==> src/rtl/ex_stage.sv <==
// Execute stage: single-cycle ALU and address generation, plus an iterative
// 16-step shift-add multiplier and restoring divider that stall the upstream stage.
module ex_stage #(
    parameter int          DATA_W = 16,
    parameter logic [15:0] DIV0_Q = 16'hFFFF
) (
    input  logic              clk,
    input  logic              reset,
    input  logic              in_valid,
    input  logic [7:0]        opcode_in,
    input  logic [DATA_W-1:0] a_in,
    input  logic [DATA_W-1:0] b_in,
    input  logic [DATA_W-1:0] imedi_in,
    input  logic [3:0]        destreg_in,
    input  logic              set_regwrite_in,
    input  logic              set_memwrite_in,
    output logic              stall_out,
    output logic              valid_out,
    output logic [DATA_W-1:0] result_out,
    output logic [DATA_W-1:0] addr_out,
    output logic [DATA_W-1:0] store_data_out,
    output logic [3:0]        destreg_out,
    output logic              set_regwrite_out,
    output logic              set_memwrite_out,
    output logic              set_memread_out,
    output logic [1:0]        flags_out
);

    localparam logic [7:0] OP_LW  = 8'hC1;
    localparam logic [7:0] OP_LW1 = 8'hA1;
    localparam logic [7:0] OP_SW  = 8'hC2;
    localparam logic [7:0] OP_ADD = 8'h43;
    localparam logic [7:0] OP_SUB = 8'h44;
    localparam logic [7:0] OP_MUL = 8'h45;
    localparam logic [7:0] OP_DIV = 8'h46;
    localparam logic [7:0] OP_AND = 8'h47;
    localparam logic [7:0] OP_OR  = 8'h48;
    localparam logic [7:0] OP_CMP = 8'h49;
    localparam logic [7:0] OP_NOT = 8'h2A;

    typedef enum logic {IDLE, BUSY} state_e;

    state_e      state, next_state;
    logic [3:0]  iter_cnt;
    logic        is_div;
    logic [15:0] work_a;     // multiplicand (MUL) or dividend shifting into quotient (DIV)
    logic [15:0] work_b;     // multiplier (MUL) or divisor (DIV)
    logic [15:0] acc;        // partial product (MUL) or partial remainder (DIV)
    logic [3:0]  mc_dest;
    logic        mc_regwrite;
    logic        mc_memwrite;

    logic        single_op;
    logic        mem_op;
    logic        start_mc;
    logic        mc_done;
    logic [15:0] alu_result;
    logic [15:0] mem_addr;
    logic [15:0] mul_next;
    logic [16:0] div_shift;
    logic        div_ge;
    logic [15:0] div_rem_next;
    logic [15:0] quo_next;
    logic [15:0] mc_result;

    // Decode and single-cycle datapath.
    // NOTE: every signal gets a default before the case so no latch is inferred.
    always_comb begin
        single_op  = 1'b0;
        mem_op     = 1'b0;
        alu_result = '0;
        mem_addr   = '0;
        case (opcode_in)
            OP_ADD: begin single_op = 1'b1; alu_result = a_in + b_in; end
            OP_SUB: begin single_op = 1'b1; alu_result = a_in - b_in; end
            OP_AND: begin single_op = 1'b1; alu_result = a_in & b_in; end
            OP_OR:  begin single_op = 1'b1; alu_result = a_in | b_in; end
            OP_NOT: begin single_op = 1'b1; alu_result = ~a_in; end
            OP_CMP: begin
                single_op = 1'b1;
                if (a_in == b_in)     alu_result = 16'h0000;
                else if (a_in > b_in) alu_result = 16'h0001;
                else                  alu_result = 16'hFFFF;
            end
            OP_LW:  begin mem_op = 1'b1; mem_addr = imedi_in + b_in; end
            OP_LW1: begin mem_op = 1'b1; mem_addr = imedi_in; end
            OP_SW:  begin mem_op = 1'b1; mem_addr = imedi_in + b_in; end
            default: ;
        endcase
    end

    assign start_mc = (state == IDLE) && in_valid &&
                      ((opcode_in == OP_MUL) || (opcode_in == OP_DIV));
    assign mc_done  = (state == BUSY) && (iter_cnt == 4'd15);

    // One iteration step of each multi-cycle unit.
    always_comb begin
        mul_next     = acc + (work_b[0] ? work_a : 16'h0000);
        div_shift    = {acc, work_a[15]};
        div_ge       = div_shift >= {1'b0, work_b};
        div_rem_next = div_ge ? (div_shift[15:0] - work_b) : div_shift[15:0];
        quo_next     = {work_a[14:0], div_ge};
        if (is_div) mc_result = (work_b == 16'h0000) ? DIV0_Q : quo_next;
        else        mc_result = mul_next;
    end

    // FSM: state register.
    // NOTE: sequential state uses non-blocking assignments so all flops update together.
    always_ff @(posedge clk) begin
        if (!reset) state <= IDLE;
        else        state <= next_state;
    end

    // FSM: next-state logic.
    always_comb begin
        next_state = state;
        case (state)
            IDLE: if (start_mc) next_state = BUSY;
            BUSY: if (mc_done)  next_state = IDLE;
            default: next_state = IDLE;
        endcase
    end

    // FSM: output logic.
    always_comb begin
        stall_out = (state == BUSY);
    end

    // Datapath and EX/MEM register.
    // NOTE: every register here is reset, including the iteration working set, so an aborted divide leaves nothing behind.
    always_ff @(posedge clk) begin
        if (!reset) begin
            iter_cnt         <= '0;
            is_div           <= 1'b0;
            work_a           <= '0;
            work_b           <= '0;
            acc              <= '0;
            mc_dest          <= '0;
            mc_regwrite      <= 1'b0;
            mc_memwrite      <= 1'b0;
            valid_out        <= 1'b0;
            result_out       <= '0;
            addr_out         <= '0;
            store_data_out   <= '0;
            destreg_out      <= '0;
            set_regwrite_out <= 1'b0;
            set_memwrite_out <= 1'b0;
            set_memread_out  <= 1'b0;
            flags_out        <= 2'b00;
        end else begin
            valid_out        <= 1'b0;
            result_out       <= '0;
            addr_out         <= '0;
            store_data_out   <= '0;
            destreg_out      <= '0;
            set_regwrite_out <= 1'b0;
            set_memwrite_out <= 1'b0;
            set_memread_out  <= 1'b0;
            if (state == IDLE) begin
                if (in_valid && (single_op || mem_op)) begin
                    valid_out        <= 1'b1;
                    result_out       <= alu_result;
                    addr_out         <= mem_addr;
                    store_data_out   <= (opcode_in == OP_SW) ? a_in : 16'h0000;
                    destreg_out      <= destreg_in;
                    set_regwrite_out <= set_regwrite_in;
                    set_memwrite_out <= set_memwrite_in;
                    set_memread_out  <= (opcode_in == OP_LW) || (opcode_in == OP_LW1);
                    if (opcode_in == OP_CMP) flags_out <= {a_in < b_in, a_in == b_in};
                end else if (start_mc) begin
                    iter_cnt    <= '0;
                    is_div      <= (opcode_in == OP_DIV);
                    work_a      <= a_in;
                    work_b      <= b_in;
                    acc         <= '0;
                    mc_dest     <= destreg_in;
                    mc_regwrite <= set_regwrite_in;
                    mc_memwrite <= set_memwrite_in;
                end
            end else begin
                if (is_div) begin
                    acc    <= div_rem_next;
                    work_a <= quo_next;
                end else begin
                    acc    <= mul_next;
                    work_a <= {work_a[14:0], 1'b0};
                    work_b <= {1'b0, work_b[15:1]};
                end
                if (mc_done) begin
                    iter_cnt         <= '0;
                    valid_out        <= 1'b1;
                    result_out       <= mc_result;
                    destreg_out      <= mc_dest;
                    set_regwrite_out <= mc_regwrite;
                    set_memwrite_out <= mc_memwrite;
                end else begin
                    iter_cnt <= iter_cnt + 4'd1;
                end
            end
        end
    end

endmodule

==> config.mk <==
export PLATFORM = sky130hd
export DESIGN_NAME = ex_stage
export DESIGN_NICKNAME = d
export VERILOG_FILES = /design/src/rtl/ex_stage.sv
export SDC_FILE = /design/constraint.sdc
export NUM_CORES = 1
export LEC_CHECK = 0
export CORE_MARGIN = 2
export CORE_UTILIZATION = 57
export DETAILED_ROUTE_END_ITERATION = 10
export PLACE_DENSITY = 0.82
export SLEW_MARGIN = 10
export SYNTH_ARGS = -nofsm -noshare
export SYNTH_HDL_FRONTEND = slang
export SYNTH_SLANG_ARGS = --single-unit
==> constraint.sdc <==
create_clock -name clk -period 3.65 [get_ports clk]
set_clock_uncertainty 0.15 [all_clocks]
set_input_delay 1.095 -clock clk [delete_from_list [all_inputs] [get_ports clk]]
set_output_delay 1.095 -clock clk [all_outputs]
set_load 0.03 [all_outputs]
---- Word level (Yosys, flattened, before mapping) ----
Index checks and enable logic that the tools add are counted.
word-level totals
  ROM bits ................................ 0
  flip-flop bits (word level) ............. 118
  memories ................................ 0
  output and inout port bits .............. 59
  input bits .............................. 65
  RAM bits ................................ 0
  logic and storage cells ................. 111
  latch bits .............................. 0
cells by class
  divide/modulo/power cells ............... 0
  equality and inequality tests ........... 15
  bitwise logic cells ..................... 7
  $lt $le $gt $ge ......................... 3
  reductions and logical operators ........ 18
  $add $sub $neg .......................... 6
  multiplexer cells ....................... 44
  multiply operators ...................... 0
  shifts and indexed selects .............. 0
operator list
  cell                   number
  $mux W16               20
  $pmux W16 S6           1
  $eq A8 B7 Y1 const B   7
  $add A16 B16 Y16       3
  $pmux W16 S2           1
  $sub A16 B16 Y16       2
  $mux W4                7
  $eq A8 B8 Y1 const B   3
  $ge A17 B16 Y1         1
  $and A16 B16 Y16       1
  $eq A16 B16 Y1         1
  $gt A16 B16 Y1         1
  $logic_not A16 Y1      1
  $lt A16 B16 Y1         1
  $not A16 Y16           1
  $or A16 B16 Y16        1
  $mux W1                14
  $reduce_and A3 Y1      3
  $eq A8 B6 Y1 const B   1
  $reduce_or A3 Y1       2
  $reduce_or A6 Y1       1
  $add A4 B1 Y4 const B  1
  $eq A4 B4 Y1 const B   1
  $logic_and A1 B1 Y1    4
  8 further kinds        14

---- Logic depth before layout (Yosys ltp) ----
  depth after elaboration ................. 7
  mapped depth ............................ 12
  gate-level depth less buffers ........... 12

---- Least setup slack after synthesis ----
No wires, ideal clock.
  path type ............................... input -> register
  start point ............................. in a_in[0]
  end point ............................... reg result_out[8]
  buffers on the path ..................... 0
  arrival time ............................ 3.208 ns
  setup time .............................. 0.129 ns
  data required time ...................... 3.371 ns
  slack ................................... 0.162 ns
  stages on the path ...................... 11
  cells stage by stage .................... inv_1 -> ha_1 -> fa_1 -> o21ba_2 -> nor4_1 -> nor2_1 -> o31ai_1 -> o221ai_1 -> nor2b_1 -> a2111oi_0 -> o21ai_0
on the way
  longest elaborated chain between the ends .. 6
  elaborated cells between the ends (all ways) .. 9
  those cells by class .................... add/sub: 2; order compare: 1; eq/ne: 1; mux: 5
RTL lines
  item                    line  RTL
  start: declaration      11    input logic [DATA_W-1:0] a_in,
  $gt A16 B16 Y1          82    else if (a_in > b_in) alu_result = 16'h0001;
  $mux W16                82
  $mux W16                81    if (a_in == b_in) alu_result = 16'h0000;
  $pmux W16 S6 (*)        73    case (opcode_in)
  $mux W16 (*)            160   if (in_valid && (single_op || mem_op)) begin
  $mux W16 (*)            159   if (state == IDLE) begin
  end signal: assignment  162   result_out <= alu_result;
  end signal: assignment  192   result_out <= mc_result;
  end: declaration        19    output logic [DATA_W-1:0] result_out,
Every way passes the cells marked *; elsewhere a longest branch is shown, timed or not.
A chain may end at the register's enable or synchronous reset.

---- Worst setup path after layout ----
  start point ............................. in b_in[3]
  end point ............................... reg result_out[1]
on the way
  longest elaborated chain between the ends .. 6
  elaborated cells between the ends (all ways) .. 7
  those cells by class .................... order compare: 1; eq/ne: 1; mux: 5
RTL lines
  item                line  RTL
  start: declaration  12    input logic [DATA_W-1:0] b_in,
  $gt A16 B16 Y1      82
  $mux W16            82
  $mux W16 (*)        81
  $pmux W16 S6 (*)    73
  $mux W16 (*)        160
  $mux W16 (*)        159
Marked as above.

==> results.yml <==
logic_synthesis:
  fraction_of_synthesized_area_in_multiplexers_pct: 1.38
  synthCells: 1224
  yosysSeqAreaShare_pct: 25.0
  synth_seq_cells: 118
  dominantRegCellSynth: "dfxtp_1"
  postSynthAreaPerCell_um2: 7.71
  synth-compound-area-share_pct: 28.7
  synth_top_family_by_area: "compound AO/OA/AOI/OAI gates"
  synthArstFlopShare_pct: 0
  synth_warnings: 0
  synth_area_in_xor_xnor_pct: 4.08
  synth-edff-count: 0
  net_count_after_synthesis: 1393
  synth_fa_ha_area_share_pct: 14.2
  syn-cell-area_um2: 9440
  post_synth_and_or_nand_nor_area_fraction_pct: 20.7
  ys_types: 75
drt:
  total_wirelength_um: 33100
  detail_route.first_pass.iterations: 6
  num_vias: 10662
  drt_iter0_drc: 1169
  drt_drc_violations_left: 0
  ant_nets: 0
  post_drt_via_cell_ratio: 6.09
  routedWlPerCell_um: 18.9
placed_design:
  detailedPlace.worstSlack_ns: -0.633
  place.detailed.hpwl_um: 25700
  routabilityCongestion: 0.993
  port-buffer-count: 123
  place.detailed.instances: 1718
layout:
  fin_nets: 1687
  num_antenna_cells: 0
  final_cell_count_no_fill: 1751
  layout.area.seq_um2: 2360
  area.growth.synth_to_final_pct: 39.3
  filler_cell_count: 1152
  multi_input_area_um2: 6760
  layout-drive-gt1-share_pct: 20.4
setup_path:
  timing.critical_path.cells: "clkdlybuf4s50_1 -> inv_1 -> buf_4 -> ha_1 -> a221o_1 -> o21ai_2 -> nand2_1 -> a21oi_1 -> nor2b_4 -> o21ai_0 -> buf_4 -> a21oi_1"
  end_kind: "flip-flop"
  critPathMaxFanout: 7
  critPathMaxStageDelay_ns: 0.51
  critical_path.startpoint_type: "input pin"
  crit_required_ns: 3.86
  timing.critical_path.arrival_ns: 3.79
  critical-path-slowest-cell: "clkdlybuf4s50_1"
  worstSetupPathType: "in2reg"
floorplanning:
  die_area_um2: 17600
  coreArea_um2: 16400
  boundaryPins: 124
  number_of_rows_created_at_floorplan: 47
  die_x_um: 133
  initial_core_util_pct: 57.5
  die_h_um: 133
clocking:
  cts_sinks: 118
  clock_tree.root_cell: "clkbuf_16"
  worst_skew_pair.late_latency_ns: 0.43
  tritoncts.num_buffers: 17
  ctsHtreeMaxLevel: 4
  tritoncts: "yes"
  clk_pin_slew_worst_paths_ns: 0.07
  hold_buffers: 0
  cts_buffer_depth: 2
power_and_ir_drop:
  cellPowerDensity_nw_per_um2: 290
  post-layout-total-power_mw: 3.81
  peakVddDrop_uv: 334
  p_int_mw: 2.61
  sequentialPowerShare_pct: 33.9
  power.switching_mw: 1.20
  pwr-share-comb_pct: 21.9
  clock_power_share_pct: 44.2
  cellLeakagePower_nw: 5.63
  switching_fraction_pct: 31.4
global_routing:
  grt.overflow.total: 0
  grt_max_degree: 70
  groute.usage.overall_pct: 37.2
  grt_pass1_wl_um: 52500
  grt_pass1_vias: 10356
  number_of_antenna_violations_at_the_first_check_in_global_routing: 0
hold_path:
  holdCritPathClass: "reg2reg"
sta:
  fin_crit_ns: 3.58
  timing.fmax_mhz: 279
  postLayoutSetupSlackWorst_ns: 0.0702
  finalCritPeriodShare_pct: 98.1
  timing_hold_violations_final: 0
  rsz0062_at_grt: "yes"
  max-slew-margin-rel_pct: 55.3
  tightest_slew_ns: 0.670
  report.final.slew_viol_count: 0
  setup_viol: 0
flow_run:
  maxCapViolCount: 0
outcome:
  run_status: "complete, no violations"
-- stage by stage --
step / hold WS, ns / cell area [um^2] / setup TNS [ns] / utilization, %
detailed placement: 0.305 / 12300 / -15.04 / 75.2
floorplan: 0.287 / 9440 / 0 / -
global placement: 0.293 / 12300 / -11.69 / 75.2
global route: 0.339 / 13200 / -0.0800 / 80.2
CTS: 0.315 / 13000 / -0.00583 / 79.1
finish: 0.312 / 13200 / 0 / 80.2
-- cell type report --
cell class,instances,area share (%)
multi-input cells,968,51.4
repair buffers,335,21.9
flip-flops and latches,118,18.0
clock buffers,17,3.23
inverters,78,2.23
well taps,220,2.09
clock inverters,15,1.21
-- path summary, 6_finish.rpt --
check                                 from              to  slack, ns  cells after the start
worst max-delay path               b_in[3]   result_out[1]       0.07                     12
worst min-delay path            mc_dest[0]      mc_dest[0]       0.31                      2
worst max register to register   work_b[0]  result_out[14]       0.21                     11
worst min register to register  mc_dest[0]      mc_dest[0]       0.31                      2
-- critical path: cells and delay by family --
family | cells | cell delay (ns)
buffers and inverters | 4 | 0.92
adders and majority gates | 1 | 0.24
AOI/OAI and AO/OA | 5 | 1.10
and+or+nand+nor | 2 | 0.43
-- registers in the layout, indices dropped and copies added (netlist names), 2 cells and up --
name / cells
acc: 16
addr_out: 16
result_out: 16
store_data_out: 16
work_a: 16
work_b: 16
destreg_out: 4
iter_cnt: 4
mc_dest: 4
flags_out: 2
-- repair_timing --
item	in CTS	in global routing
setup buffers	0	1
setup endpoints to repair	13	20
gates resized for setup	16	39
pin swaps	5	10
-- power by group through the flow --
stage               clock (mW)  combinational, mW  sequential [mW]
CTS                       1.68              0.778             1.29
global route              1.74              0.898             1.29
finish                    1.68              0.833             1.29
global placement             0              0.753             1.32
detailed placement           0              0.758             1.32
floorplan                    0              0.375             1.32
-- layer usage --
layer | vias up | wire (um) | track usage, %
met5 | - | 0 | 0
met4 | 0 | 862 | 12.4
met3 | 70 | 2630 | 8.05
met2 | 553 | 15400 | 61.7
met1 | 4988 | 14200 | 48.2
li1 | 5051 | - | -
-- cells in the mapped netlist, drive strengths merged, types with 12 or more instances --
master	instances	area share, %
o221ai	16	1.6
o22ai	17	1.1
nand2b	16	1.1
o21ai	76	4.0
o211ai	27	2.1
and2	17	1.1
xnor2	29	2.7
a2111oi	12	1.1
xor2	15	1.4
clkbuf	41	1.6
ha	99	13
nor3	25	1.4
buf	19	1.2
nor4	25	2.5
a21oi	112	5.9
dfxtp	118	25
a21o	28	2.2
a22oi	17	1.4
a211oi	14	1.1
nand3	23	1.2
inv	77	3.1
nand2	124	4.9
and3	12	0.80
nor2	115	4.6
mux2i	13	1.4
-- kinds of logic (layout without fill, tap and decap cells) --
logic type	count (synthesis)	in the layout
AND/OR/NAND/NOR	398	398
flip-flops	118	118
multiplexers	13	13
XOR/XNOR	44	44
buffers and inverters	138	445
adder cells (fa/ha/maj)	104	104
AO/OA/AOI/OAI	409	409
-- layout by cell type (no fill, tap or decap), types with 8 or more instances in the layout --
cell type          n
a211oi_1          14
a21o_1            28
a21oi_1          109
a22o_1             8
a22oi_1           16
a31oi_1           10
and2_1            16
and3_1            12
buf_4            208
clkbuf_16         17
clkdlybuf4s50_1  122
dfxtp_1          117
ha_1              96
inv_1             76
mux2i_1           13
nand2_1          124
nand2b_1          16
nand3_1           23
nor2_1           114
nor2b_1            9
nor3_1            22
nor4_1            10
nor4_2            14
o211ai_1          27
o21a_1             9
o21ai_0           68
o221ai_1          15
o22ai_1           17
or2_2              8
or3_1              8
xnor2_1           29
xor2_1            15
Note: power is estimated with default switching activity, not from simulation.
